===== config.mk =====
export PLATFORM = sky130hd
export DESIGN_NAME = dmem_access_flat
export DESIGN_NICKNAME = d
export VERILOG_FILES = /design/src/rtl/dmem_access_if.sv /design/src/rtl/dmem_access.sv /design/src/flat_wrapper.sv
export SDC_FILE = /design/constraint.sdc
export NUM_CORES = 1
export LEC_CHECK = 0
export ABC_AREA = 1
export ABC_CLOCK_PERIOD_IN_PS = 5100
export CORE_UTILIZATION = 46
export DETAILED_ROUTE_END_ITERATION = 10
export GPL_TIMING_DRIVEN = 0
export PLACE_DENSITY_LB_ADDON = 0.15
export SETUP_SLACK_MARGIN = 0.5
export SLEW_MARGIN = 20
export SYNTH_ARGS = -nofsm -noshare
export SYNTH_HDL_FRONTEND = slang
export SYNTH_SLANG_ARGS = --single-unit
export TNS_END_PERCENT = 100

===== constraint.sdc =====
create_clock -name clk -period 5.1 [get_ports clk]
set_input_delay 1.53 -clock clk [delete_from_list [all_inputs] [get_ports clk]]
set_output_delay 1.53 -clock clk [all_outputs]
set_load 0.01 [all_outputs]

===== src/rtl/dmem_access_if.sv =====
// dmem_access_if: req/gnt/rvalid data-memory bus between the load/store unit
// (master) and the data memory (slave).
interface dmem_access_if;
    logic        dmem_req;
    logic        dmem_we;
    logic [3:0]  dmem_be;
    logic [31:0] dmem_addr;
    logic [31:0] dmem_wdata;
    logic        dmem_gnt;
    logic        dmem_rvalid;
    logic [31:0] dmem_rdata;
    logic        dmem_err;

    modport master (
        output dmem_req, dmem_we, dmem_be, dmem_addr, dmem_wdata,
        input  dmem_gnt, dmem_rvalid, dmem_rdata, dmem_err
    );

    modport slave (
        input  dmem_req, dmem_we, dmem_be, dmem_addr, dmem_wdata,
        output dmem_gnt, dmem_rvalid, dmem_rdata, dmem_err
    );
endinterface


===== src/rtl/dmem_access.sv =====
// dmem_access: RV32 load/store unit on the data-memory side of the pipeline.
// Decodes size/sign, checks legality and alignment, runs one req/gnt/rvalid
// bus transaction and returns the aligned, extended load word.
// Optional feature: define DMEM_TIMEOUT_EN to add a REQ+WAIT cycle budget of
// TIMEOUT_CYCLES that ends a stuck transaction with a timeout fault.
module dmem_access #(
    parameter int TIMEOUT_CYCLES = 64
) (
    input  logic          clk,
    input  logic          rst,
    input  logic          start,
    input  logic          is_store,
    input  logic [2:0]    funct3,
    input  logic [31:0]   addr,
    input  logic [31:0]   store_data,
    output logic          busy,
    output logic          done,
    output logic [31:0]   load_data,
    output logic          fault,
    output logic [1:0]    fault_cause,
    dmem_access_if.master dmem
);
    typedef enum logic [1:0] {IDLE = 2'b00, REQ = 2'b01, WAIT = 2'b10, FIN = 2'b11} state_t;

    localparam logic [1:0] CAUSE_ILLEGAL  = 2'd0;
    localparam logic [1:0] CAUSE_MISALIGN = 2'd1;
    localparam logic [1:0] CAUSE_BUS      = 2'd2;
    localparam logic [1:0] CAUSE_TIMEOUT  = 2'd3;

    state_t      state_r, next_s;
    logic        busy_r, done_r, fault_r, req_r, we_r, pend_r;
    logic [1:0]  cause_r, pend_cause_r, lane_r;
    logic [2:0]  funct3_r;
    logic [3:0]  be_r, be_s;
    logic [31:0] load_data_r, addr_r, wdata_r, wdata_s, shifted_s, extended_s;
    logic        illegal_s, misaligned_s, timeout_s;
    logic        done_next_s, fault_next_s, load_capture_s;
    logic [1:0]  cause_next_s;

    // Decode the incoming request: legality, alignment, byte enables, lane replication.
    always_comb begin
        illegal_s    = (funct3[1:0] == 2'b11) || (is_store ? funct3[2] : (funct3 == 3'b110));
        misaligned_s = 1'b0;
        be_s         = 4'b0000;
        wdata_s      = 32'h0000_0000;
        case (funct3[1:0])
            2'b00: begin
                be_s    = 4'b0001 << addr[1:0];
                wdata_s = {4{store_data[7:0]}};
            end
            2'b01: begin
                misaligned_s = addr[0];
                be_s         = 4'b0011 << addr[1:0];
                wdata_s      = {2{store_data[15:0]}};
            end
            2'b10: begin
                misaligned_s = (addr[1:0] != 2'b00);
                be_s         = 4'b1111;
                wdata_s      = store_data;
            end
            default: begin
                misaligned_s = 1'b0;
                be_s         = 4'b0000;
                wdata_s      = 32'h0000_0000;
            end
        endcase
    end

    // Select the addressed lane of the read word and sign/zero-extend it.
    always_comb begin
        shifted_s  = dmem.dmem_rdata >> {lane_r, 3'b000};
        extended_s = shifted_s;
        case (funct3_r)
            3'b000:  extended_s = {{24{shifted_s[7]}}, shifted_s[7:0]};
            3'b001:  extended_s = {{16{shifted_s[15]}}, shifted_s[15:0]};
            3'b100:  extended_s = {24'h00_0000, shifted_s[7:0]};
            3'b101:  extended_s = {16'h0000, shifted_s[15:0]};
            default: extended_s = shifted_s;
        endcase
    end

`ifdef DMEM_TIMEOUT_EN
    localparam int CNT_W = $clog2(TIMEOUT_CYCLES) + 1;
    logic [CNT_W-1:0] cnt_r;

    // Count cycles spent in REQ/WAIT; restart on every entry to REQ.
    always_ff @(posedge clk or posedge rst) begin
        if (rst) begin
            cnt_r <= {CNT_W{1'b0}};
        end else if (state_r != REQ && next_s == REQ) begin
            cnt_r <= {CNT_W{1'b0}};
        end else if (state_r == REQ || state_r == WAIT) begin
            cnt_r <= cnt_r + CNT_W'(1);
        end
    end

    assign timeout_s = (state_r == REQ || state_r == WAIT) && (cnt_r == CNT_W'(TIMEOUT_CYCLES - 1));
`else
    assign timeout_s = 1'b0;
`endif

    // Next state plus the values the registered outputs take on the next edge.
    // A decode fault lingers one extra FIN cycle (pend_r) so done lands at T+2.
    always_comb begin
        next_s         = state_r;
        done_next_s    = 1'b0;
        fault_next_s   = 1'b0;
        cause_next_s   = 2'b00;
        load_capture_s = 1'b0;
        case (state_r)
            IDLE: begin
                if (start) begin
                    if (illegal_s || misaligned_s) begin
                        next_s = FIN;
                    end else begin
                        next_s = REQ;
                    end
                end else begin
                    next_s = IDLE;
                end
            end
            REQ: begin
                if (timeout_s) begin
                    next_s       = FIN;
                    done_next_s  = 1'b1;
                    fault_next_s = 1'b1;
                    cause_next_s = CAUSE_TIMEOUT;
                end else if (dmem.dmem_gnt) begin
                    next_s = WAIT;
                end else begin
                    next_s = REQ;
                end
            end
            WAIT: begin
                if (dmem.dmem_rvalid) begin
                    next_s      = FIN;
                    done_next_s = 1'b1;
                    if (dmem.dmem_err) begin
                        fault_next_s = 1'b1;
                        cause_next_s = CAUSE_BUS;
                    end else begin
                        load_capture_s = !we_r;
                    end
                end else if (timeout_s) begin
                    next_s       = FIN;
                    done_next_s  = 1'b1;
                    fault_next_s = 1'b1;
                    cause_next_s = CAUSE_TIMEOUT;
                end else begin
                    next_s = WAIT;
                end
            end
            FIN: begin
                if (pend_r) begin
                    next_s       = FIN;
                    done_next_s  = 1'b1;
                    fault_next_s = 1'b1;
                    cause_next_s = pend_cause_r;
                end else begin
                    next_s = IDLE;
                end
            end
            default: next_s = IDLE;
        endcase
    end

    // State register and the registered handshake/status outputs.
    always_ff @(posedge clk or posedge rst) begin
        if (rst) begin
            state_r <= IDLE;
            busy_r  <= 1'b0;
            done_r  <= 1'b0;
            fault_r <= 1'b0;
            cause_r <= 2'b00;
            req_r   <= 1'b0;
            pend_r  <= 1'b0;
        end else begin
            state_r <= next_s;
            busy_r  <= (next_s != IDLE);
            done_r  <= done_next_s;
            fault_r <= fault_next_s;
            cause_r <= cause_next_s;
            req_r   <= (next_s == REQ);
            pend_r  <= (state_r == IDLE) && (next_s == FIN);
        end
    end

    // Latch bus fields and response-shaping info when a request is accepted.
    always_ff @(posedge clk or posedge rst) begin
        if (rst) begin
            we_r         <= 1'b0;
            be_r         <= 4'b0000;
            addr_r       <= 32'h0000_0000;
            wdata_r      <= 32'h0000_0000;
            funct3_r     <= 3'b000;
            lane_r       <= 2'b00;
            pend_cause_r <= 2'b00;
        end else if (state_r == IDLE && next_s == REQ) begin
            we_r     <= is_store;
            be_r     <= be_s;
            addr_r   <= {addr[31:2], 2'b00};
            wdata_r  <= wdata_s;
            funct3_r <= funct3;
            lane_r   <= addr[1:0];
        end else if (state_r == IDLE && next_s == FIN) begin
            pend_cause_r <= illegal_s ? CAUSE_ILLEGAL : CAUSE_MISALIGN;
        end
    end

    // Load result register; untouched by stores and faults.
    always_ff @(posedge clk or posedge rst) begin
        if (rst) begin
            load_data_r <= 32'h0000_0000;
        end else if (load_capture_s) begin
            load_data_r <= extended_s;
        end
    end

    assign busy            = busy_r;
    assign done            = done_r;
    assign fault           = fault_r;
    assign fault_cause     = cause_r;
    assign load_data       = load_data_r;
    assign dmem.dmem_req   = req_r;
    assign dmem.dmem_we    = we_r;
    assign dmem.dmem_be    = be_r;
    assign dmem.dmem_addr  = addr_r;
    assign dmem.dmem_wdata = wdata_r;
endmodule


===== src/flat_wrapper.sv =====
// flat-port wrapper written by rule: the top's interface ports become plain ports
module dmem_access_flat 
#(
    parameter int TIMEOUT_CYCLES = 64
)
  (clk, rst, start, is_store, funct3, addr, store_data, busy, done, load_data, fault, fault_cause, dmem_dmem_req, dmem_dmem_we, dmem_dmem_be, dmem_dmem_addr, dmem_dmem_wdata, dmem_dmem_gnt, dmem_dmem_rvalid, dmem_dmem_rdata, dmem_dmem_err);
  dmem_access_if dmem_i ();
  input  logic clk;
  input  logic rst;
  input  logic start;
  input  logic is_store;
  input  logic [2:0] funct3;
  input  logic [31:0] addr;
  input  logic [31:0] store_data;
  output logic busy;
  output logic done;
  output logic [31:0] load_data;
  output logic fault;
  output logic [1:0] fault_cause;
  output wire logic [$bits(dmem_i.dmem_req)-1:0] dmem_dmem_req;
  output wire logic [$bits(dmem_i.dmem_we)-1:0] dmem_dmem_we;
  output wire logic [$bits(dmem_i.dmem_be)-1:0] dmem_dmem_be;
  output wire logic [$bits(dmem_i.dmem_addr)-1:0] dmem_dmem_addr;
  output wire logic [$bits(dmem_i.dmem_wdata)-1:0] dmem_dmem_wdata;
  input wire logic [$bits(dmem_i.dmem_gnt)-1:0] dmem_dmem_gnt;
  input wire logic [$bits(dmem_i.dmem_rvalid)-1:0] dmem_dmem_rvalid;
  input wire logic [$bits(dmem_i.dmem_rdata)-1:0] dmem_dmem_rdata;
  input wire logic [$bits(dmem_i.dmem_err)-1:0] dmem_dmem_err;
  assign dmem_dmem_req = dmem_i.dmem_req;
  assign dmem_dmem_we = dmem_i.dmem_we;
  assign dmem_dmem_be = dmem_i.dmem_be;
  assign dmem_dmem_addr = dmem_i.dmem_addr;
  assign dmem_dmem_wdata = dmem_i.dmem_wdata;
  assign dmem_i.dmem_gnt = dmem_dmem_gnt;
  assign dmem_i.dmem_rvalid = dmem_dmem_rvalid;
  assign dmem_i.dmem_rdata = dmem_dmem_rdata;
  assign dmem_i.dmem_err = dmem_dmem_err;
  dmem_access #(.TIMEOUT_CYCLES(TIMEOUT_CYCLES)) u_core (.clk(clk), .rst(rst), .start(start), .is_store(is_store), .funct3(funct3), .addr(addr), .store_data(store_data), .busy(busy), .done(done), .load_data(load_data), .fault(fault), .fault_cause(fault_cause), .dmem(dmem_i));
endmodule

==> impl_metrics.yaml, run 1 <==
drt:
  wl_per_cell_um: 15.14
  drc: 0
  firstDrtPassIters: 8
  vias: 6362
  routed_via_density: 5.164
  first_iter_violations: 525
  wl_um: 18650
  ant_nets: 0
logic_synthesis:
  synth_cells: 816
  ys_types: 26
  synth_area_leaders: "dfrtp_1 (47%), nand2_1 (18%), nand4_1 (7.7%)"
  syn_avg_cell_area_um2: 7.368
  synthArstFlopShare_pct: 100.0
  synth_common_cells: "nand2_1 (288), dfrtp_1 (114), nand4_1 (74)"
  dominantRegCellSynth: "dfrtp_1"
  synth_edf_count: 0
  synth_area_um2: 6012
  ys_warn_count: 0
  netlist.area_leader.share_pct: 47.45
  synth.yosys.seq_area_share_pct: 47.45
  ys_ff_latch: 114
  synth_top_area_cell: "dfrtp_1"
  yosys.cell_count.top_type: "nand2_1"
clock_tree:
  cts-buffers-inserted: 17
  cts_resized: 0
  cts_tree: "yes"
  htree_levels: 4
  clock_sinks: 114
  clock-root-buffer: "clkbuf_16"
  postCtsSetupBuffers: 0
  cts-hold-fix-buffers: 0
  clkSlewWorstSetupHoldPaths_ns: 0.05
  clk_latency_ns: 0.41
  cts_buffer_depth: 2
power:
  pwr-share-clk_pct: 23.6
  seqPwrFrac_pct: 28.5
  ir_drop_mv: 0.3371
  power_density_nw_per_um2: 590.3
  leakagePower_nw: 4.527
  combPwrFrac_pct: 47.9
  swShare_pct: 39.16
  p_sw_mw: 2.079
  total_power_mw: 5.307
  internal_power_mw: 3.229
floorplan:
  dieArea_um2: 13530
  start_util_pct: 47.45
  die_h_um: 116.3
  ios: 213
  core_um2: 12670
  row_count: 41
  die_x_um: 116.3
placement:
  dpl.hpwl_um: 13780
  numPortBuffers: 210
  place_ws_ns: 1.068
  globalplace.congestion: 0.9336
timing:
  drv_slew: 0
  period_minus_slack_ns: 3.619
  max-slew-margin-rel_pct: 58.72
  hold_viol: 0
  finalHoldWorstSlack_ns: 0.4793
  rsz0062_at_grt: "no"
  setup_viol: 0
  fin_skew_ns: 0.006509
  fmax_mhz: 276.3
  worstMarginPinSlew_ns: 0.6192
  post-route-period-util_pct: 70.97
  fin_ws_ns: 1.481
final_layout:
  fin_nets: 1159
  multi_input_area_um2: 2579
  ff_latch_area_um2: 2853
  num_antenna_cells: 0
  layout-drive-gt1-share_pct: 9.434
  nFillCells: 1040
  syn_to_final_growth_pct: 49.55
global_routing:
  grt_max_degree: 72
  overflow: 0
  grt_pass1_wl_um: 29100
  antenna_found_initial: 0
  grt_usage_pct: 28.22
  grt_pass1_vias: 5990
worst_setup_path:
  cpMostUsedCell: "nor2_1"
  crit_family: "buffers and inverters"
  worstSetupStartpointType: "primary input"
  worstPathArrival_ns: 3.96
  criticalPathCategory: "in2reg"
  worstPathRequired_ns: 5.44
  crit_fanout: 10
  crit_slowest_cell: "clkdlybuf4s50_1"
  end_kind: "register"
  slowest_delay_ns: 0.58
  cp_num_buf_inv: 3
  path_cells: "clkdlybuf4s50_1, inv_1, ha_1, nor2_1, nor2_1, nor2_1, nand2_1, a21oi_2, buf_2, nand4_1, nand2_1"
status:
  outcome: "completed"
job:
  drv_cap: 0
hold_path:
  hold_path.class: "reg2reg"
==> layout make-up <==
class / count / share of cell area (%)
Buffer: 59 / 3.034
Timing Repair Buffer: 211 / 23.68
Sequential cell: 114 / 31.73
Inverter: 83 / 3.521
Tap cell: 172 / 2.394
Clock buffer: 18 / 4.884
Clock inverter: 14 / 2.073
Multi-Input combinational cell: 561 / 28.68
==> cell usage in the layout, fill, tap and decap left out, drive strengths merged, types with 4 or more instances in the layout <==
| master | netlist | final |
|---|---|---|
| buf | 39 | 40 |
| clkdlybuf4s50 | 0 | 210 |
| inv | 83 | 84 |
| dfrtp | 114 | 114 |
| ha | 6 | 6 |
| nand2 | 288 | 288 |
| o211ai | 8 | 8 |
| or2 | 9 | 9 |
| clkbuf | 20 | 38 |
| nand3 | 53 | 53 |
| nor2 | 44 | 44 |
| clkinv | 0 | 7 |
| nand4 | 75 | 75 |
| bufinv | 0 | 4 |
| a21oi | 6 | 6 |
| o21ai | 65 | 65 |
==> worst min-delay path, stage by stage (launching register included) <==
cell and delay (ns):
dfrtp_1 0.34, nand2_1 0.05, nand2_1 0.06
==> metrics by stage <==
stage / cell area, µm² / setup TNS [ns] / std cells / utilization, %
3_3_place_gp: 8333 / -123.73 / 1199 / 65.76
5_1_grt: 8991 / 0 / 1232 / 70.96
2_1_floorplan: 6016 / 0 / 817 / -
4_1_cts: 8991 / 0 / 1232 / 70.96
3_5_place_dp: 8366 / 0 / 1200 / 66.02
6_report: 8991 / 0 / 1232 / 70.96
==> state kept, by name, indices dropped and copies added, names as in the netlist <==
signal                  cells
u_core.busy                 1
u_core.dmem.dmem_addr      30
u_core.dmem.dmem_be         4
u_core.dmem.dmem_req        1
u_core.dmem.dmem_wdata     32
u_core.dmem.dmem_we         1
u_core.done                 1
u_core.fault                1
u_core.fault_cause          2
u_core.funct3_r             3
u_core.lane_r               2
u_core.load_data           32
u_core.pend_cause_r         1
u_core.pend_r               1
u_core.state_r              2
==> logic make-up after synthesis <==
kind of cell	share of synthesized area, %
AND/OR/NAND/NOR	34.42
adder cells (fa/ha/maj)	1.249
AO/OA/AOI/OAI	7.097
buffers and inverters	9.719
flip-flops	47.45
other	0.06238
==> final timing paths <==
| kind | start | to | slack [ns] | cells after the start |
|---|---|---|---|---|
| min in group asynchronous | rst | u_core.dmem.dmem_addr[25]$_DFFE_PP0P_ | 1.51 | 2 |
| max | funct3[0] | u_core.lane_r[0]$_DFFE_PP0P_ | 1.48 | 11 |
| min | u_core.dmem.dmem_wdata[15]$_DFFE_PP0P_ | u_core.dmem.dmem_wdata[15]$_DFFE_PP0P_ | 0.48 | 2 |
| min reg2reg | u_core.dmem.dmem_wdata[15]$_DFFE_PP0P_ | u_core.dmem.dmem_wdata[15]$_DFFE_PP0P_ | 0.48 | 2 |
| max reg2reg | u_core.state_r[1]$_DFF_PP0_ | u_core.lane_r[0]$_DFFE_PP0P_ | 2.97 | 6 |
| max in group asynchronous | rst | u_core.dmem.dmem_wdata[13]$_DFFE_PP0P_ | 2.91 | 3 |
==> power by group through the flow <==
stage                     sequential, mW  combinational, mW  clock (mW)
after global placement              1.51               2.49           0
after detailed placement            1.52               2.52           0
after floorplan                     1.66               1.18           0
after CTS                           1.51               2.54        1.27
final                               1.51               2.54        1.25
after global routing                1.56               2.79        1.31
==> per-layer routing <==
layer / share of wire [%] / vias to the layer above / GRT usage [%]
met4: 2.0 / 0 / 10.94
met5: 0 / - / 0
met3: 7.3 / 39 / 8.199
met2: 47 / 255 / 45.48
met1: 44 / 2966 / 35.83
li1: - / 3102 / -
(Power assumes the default switching activity.)
==> inputs of run 2 (changes only) <==
ABC_CLOCK_PERIOD_IN_PS = 3000   (was 5100)
CORE_UTILIZATION = 41   (was 46)
clock period = 3 ns   (was 5.1 ns; I/O delays follow)
==> impl_metrics.yaml, run 2 (synthesized netlist as in run 1, its figures left out) <==
job:
  drv_cap: 0
drt:
  ant_nets: 0
  firstDrtPassIters: 4
  routed_via_density: 5.042
  wl_um: 19250
  vias: 6277
  wl_per_cell_um: 15.46
  drc: 0
  first_iter_violations: 388
worst_setup_path:
  worstPathRequired_ns: 3.35
  worstPathArrival_ns: 2.76
  crit_fanout: 10
  reg2reg_to: "u_core.dmem.dmem_wdata[30]$_DFFE_PP0P_"
  criticalPathCategory: "in2reg"
  timing.rr.start: "u_core.state_r[1]$_DFF_PP0_"
  worstSetupStartpointType: "primary input"
  rr_worst_depth: 5
  r2r_slack_ns: 0.97
  end_kind: "register"
timing:
  setup_viol: 0
  worstMarginPinSlew_ns: 0.7239
  rsz0062_at_grt: "yes"
  max-slew-margin-rel_pct: 51.74
  post-route-period-util_pct: 80.27
  fmax_mhz: 415.3
  fin_ws_ns: 0.5919
  period_minus_slack_ns: 2.408
  hold_viol: 0
  drv_slew: 0
  fin_skew_ns: 0.01082
global_routing:
  overflow: 0
  grt_pass1_vias: 6127
  grt_usage_pct: 26.45
  grt_max_degree: 35
  grt_pass1_wl_um: 30220
  antenna_found_initial: 1
placement:
  numPortBuffers: 210
  place_ws_ns: -0.4413
  dpl_cell_area_um2: 8407
  dpl.hpwl_um: 14130
  globalplace.congestion: 0.9587
final_layout:
  fin_util_pct: 64.43
  num_antenna_cells: 0
  final_area_um2: 9082
  layout-drive-gt1-share_pct: 10.33
  final_cell_mix: "nand2_1 (286), clkdlybuf4s50_1 (208), dfrtp_1 (114), nand4_1 (74), inv_1 (59)"
  syn_to_final_growth_pct: 51.07
  layout_commonest_cell: "nand2_1"
  fin_nets: 1164
hold_path:
  holdPathEnd: "u_core.dmem.dmem_addr[21]$_DFFE_PP0P_"
  min-delay-start: "u_core.dmem.dmem_addr[21]$_DFFE_PP0P_"
  hold_path.class: "reg2reg"
  min_path_cells: 2
clock_tree:
  clkSlewWorstSetupHoldPaths_ns: 0.06
  htree_levels: 4
  clock_sinks: 114
  cts_buffer_depth: 2
  clk_latency_ns: 0.42
  cts-buffers-inserted: 17
  clock-root-buffer: "clkbuf_16"
  cts_tree: "yes"
floorplan:
  row_count: 43
  core_um2: 14100
  die_x_um: 123.1
  die_h_um: 123.1
  start_util_pct: 42.65
  dieArea_um2: 15150
  ios: 213
power:
  leakagePower_nw: 4.556
  combPwrFrac_pct: 48.9
  p_sw_mw: 3.581
  total_power_mw: 9.028
  ir_drop_mv: 0.5995
  swShare_pct: 39.67
  seqPwrFrac_pct: 28.6
  power_density_nw_per_um2: 994.0
  pwr-share-clk_pct: 22.5
  internal_power_mw: 5.446
status:
  outcome: "completed"
-- run 2: cell count changes in the layout (fill, tap and decap cells not counted), sizes merged --
cell and delta:
bufinv -2, clkbuf +8, nand4 +1, clkinvlp +3, buf -1, clkinv -2
dlygate4sd2 +1, inv -1, clkdlybuf4s50 -2
-- run 2: how the worst max path moves through the flow --
stage,from,end,cells after the start
final,funct3[1],u_core.dmem.dmem_wdata[16]$_DFFE_PP0P_,11
after global routing,funct3[1],u_core.dmem.dmem_wdata[16]$_DFFE_PP0P_,12
after floorplan,rst,u_core.busy$_DFF_PP0_,1
after CTS,funct3[0],u_core.dmem.dmem_addr[14]$_DFFE_PP0P_,12
after global placement,rst,u_core.dmem.dmem_addr[15]$_DFFE_PP0P_,2
after detailed placement,funct3[0],u_core.dmem.dmem_addr[10]$_DFFE_PP0P_,11
-- run 2: timing repair --
action,in CTS,in global routing
setup endpoints to repair,73,71
resized for setup,11,11
pin swaps,1,1
gates cloned,1,0
setup buffers,2,0
hold buffers,0,0
-- run 2: metrics by stage --
stage,setup TNS [ns],hold WS (ns),cells
after detailed placement,-26.70,0.4641,1210
after global routing,0,0.4904,1245
after floorplan,0,0.4554,817
after CTS,0,0.4840,1245
final,0,0.4803,1245
after global placement,-74.99,0.4633,1207
-- run 2: layout make-up --
cell class / instances / area (µm²)
plain buffers: 59 / 299.0
clock buffers: 20 / 466.7
clock inverters: 12 / 131.4
fillers: 1265 / 5014
inverters: 83 / 315.3
multi-input cells: 562 / 2621
flip-flops and latches: 114 / 2853
well taps: 180 / 225.2
repair buffers: 215 / 2171
-- run 2: layer usage --
metal | vias to the layer above | part of all wire, % | global-route usage, %
met2 | 226 | 46 | 42.59
met1 | 2909 | 43 | 33.76
met5 | - | 0 | 0
met4 | 0 | 1.9 | 8.283
li1 | 3116 | - | -
met3 | 26 | 8.4 | 8.533
-- run 2: power groups by stage --
stage | sequential, mW | combinational, mW | clock [mW]
detailed placement | 2.58 | 4.27 | 0
finish | 2.58 | 4.42 | 2.03
CTS | 2.58 | 4.40 | 2.05
floorplan | 2.82 | 2.01 | 0
global route | 2.66 | 4.86 | 2.13
global placement | 2.58 | 4.21 | 0
-- run 2: worst max-delay path, stage by stage --
cell	delay, ns
dlygate4sd2_1	0.33
ha_1	0.26
nor2_1	0.12
nor2_1	0.05
nor2_1	0.17
nand2_2	0.14
a21oi_4	0.17
buf_4	0.17
clkbuf_4	0.20
nand4_1	0.14
nand2_1	0.11
==> inputs of run 3 (changes only) <==
ABC_CLOCK_PERIOD_IN_PS = 2070   (was 3000)
clock period = 2.07 ns   (was 3 ns; I/O delays follow)
==> impl_metrics.yaml, run 3 (synthesized netlist as in run 1, its figures left out) <==
drt:
  wl_per_cell_um: 16.32
  routed_via_density: 5.122
  wl_met3_um: 1749
  ant_nets: 0
  wl_um: 22210
  wl_met2_um: 10860
  vias: 6971
  firstDrtPassIters: 5
  wl_met1_um: 8886
  highest_layer: "met5"
  first_iter_violations: 429
  drc: 0
floorplan:
  die_x_um: 123.1
  dieArea_um2: 15150
  die_h_um: 123.1
  core_um2: 14100
  row_count: 43
  ios: 213
  start_util_pct: 42.65
worst_setup_path:
  worstSetupStartpointType: "register"
  worstPathRequired_ns: 2.37
  worstSetupStartpoint: "u_core.state_r[1]$_DFF_PP0_"
  crit_fanout: 6
  worstPathArrival_ns: 2.01
  criticalPathCategory: "reg2reg"
  end_kind: "register"
  timing.rr.start: "u_core.state_r[1]$_DFF_PP0_"
final_layout:
  fin_util_pct: 73.35
  final_area_um2: 10340
  nFillCells: 1098
  final_cell_mix: "nand2_1 (241), dfrtp_1 (112), buf_4 (101), clkdlybuf4s50_1 (91), buf_2 (87)"
  multi_input_area_um2: 2883
  ff_latch_area_um2: 2855
  syn_to_final_growth_pct: 71.99
  layout-drive-gt1-share_pct: 35.73
  fin_nets: 1282
  num_antenna_cells: 0
  final_cell_count_no_fill: 1361
  layout_commonest_cell: "nand2_1"
power:
  total_power_mw: 15.60
  power_density_nw_per_um2: 1509
  leakagePower_nw: 5.556
  ir_drop_mv: 0.7979
global_routing:
  antenna_found_initial: 1
  grt_pass1_wl_um: 32230
  grt_pass1_vias: 6531
  overflow: 0
  grt_usage_pct: 28.29
  grt_max_degree: 31
placement:
  numPortBuffers: 210
  dp.cells: 1211
  globalplace.congestion: 0.9548
  place_ws_ns: -0.8640
  dpl.hpwl_um: 14660
  dpl_cell_area_um2: 8542
hold_path:
  hold_path.class: "reg2reg"
  min-delay-start: "u_core.dmem.dmem_wdata[8]$_DFFE_PP0P_"
timing:
  post-route-period-util_pct: 82.13
  period_minus_slack_ns: 1.700
  rsz0062_at_grt: "yes"
  fmax_mhz: 588.2
  fin_ws_ns: 0.3698
  setup_viol: 0
  finalHoldWorstSlack_ns: 0.4710
  hold_viol: 0
  drv_slew: 0
  fin_skew_ns: 0.009307
  finalSetupTns_ns: 0
job:
  drv_cap: 0
clock_tree:
  cts_tree: "yes"
  cts-buffers-inserted: 17
  clkSlewWorstSetupHoldPaths_ns: 0.06
  cts-hold-fix-buffers: 0
  clk_latency_ns: 0.43
  clock_sinks: 114
  clock-root-buffer: "clkbuf_16"
  htree_levels: 4
  cts_buffer_depth: 2
status:
  outcome: "completed"
-- run 3: cell types whose count changed in the layout (fill, tap and decap cells not counted), sizes merged --
cell / delta
dlygate4sd2: +9
clkinvlp: -1
inv: -1
clkinv: -1
clkbuf: -2
buf: +227
clkdlybuf4s50: -117
dlymetal6s2s: +2
-- run 3: worst paths after layout --
kind                                                           to  slack (ns)  cells after the start
hold / removal              u_core.dmem.dmem_wdata[8]$_DFFE_PP0P_        0.47                      2
setup reg to reg            u_core.dmem.dmem_addr[26]$_DFFE_PP0P_        0.37                     10
hold reg to reg             u_core.dmem.dmem_wdata[8]$_DFFE_PP0P_        0.47                      2
min in group asynchronous         u_core.load_data[1]$_DFFE_PP0P_        0.48                      2
max in group asynchronous  u_core.dmem.dmem_wdata[17]$_DFFE_PP0P_        0.74                      5
setup / recovery            u_core.dmem.dmem_addr[26]$_DFFE_PP0P_        0.37                     10
-- run 3: routing by layer --
layer,track usage (%),vias up
met5,0,-
met4,11.60,2
met3,9.041,52
met2,47.75,282
met1,33.20,3276
li1,-,3359
-- run 3: area by class of cell --
type                    instances  area share [%]
flip-flops and latches        114           27.61
clock buffers                  21           4.647
clock inverters                 9           1.029
plain buffers                  59           4.937
well taps                     180           2.178
multi-input cells             562           27.88
inverters                      83           3.195
repair buffers                333           28.52
-- run 3: worst max-delay path, stage by stage, from the launching register on --
cell and delay (ns):
dfrtp_2 0.49, nor2_4 0.14, nand2_2 0.07, buf_4 0.14, inv_2 0.10, a21oi_4 0.08, buf_6 0.13, buf_16 0.14
clkbuf_16 0.15, nand4_1 0.07, nand2_1 0.07
-- run 3: power breakdown --
| part | total (mW) | leakage (nW) | internal [mW] | switching [mW] |
|---|---|---|---|---|
| registers | 3.80 | 1.43 | 3.19 | 0.614 |
| clock network | 2.92 | 0.283 | 1.88 | 1.04 |
| logic | 8.88 | 3.84 | 4.42 | 4.46 |
| total | 15.6 | 5.56 | 9.48 | 6.12 |
-- run 3: timing repair --
| item | CTS | global route |
|---|---|---|
| cloned | 10 | 5 |
| gates resized for setup | 581 | 93 |
| setup buffers | 59 | 46 |
| pin swaps | 26 | 42 |
| setup endpoints to repair | 215 | 203 |
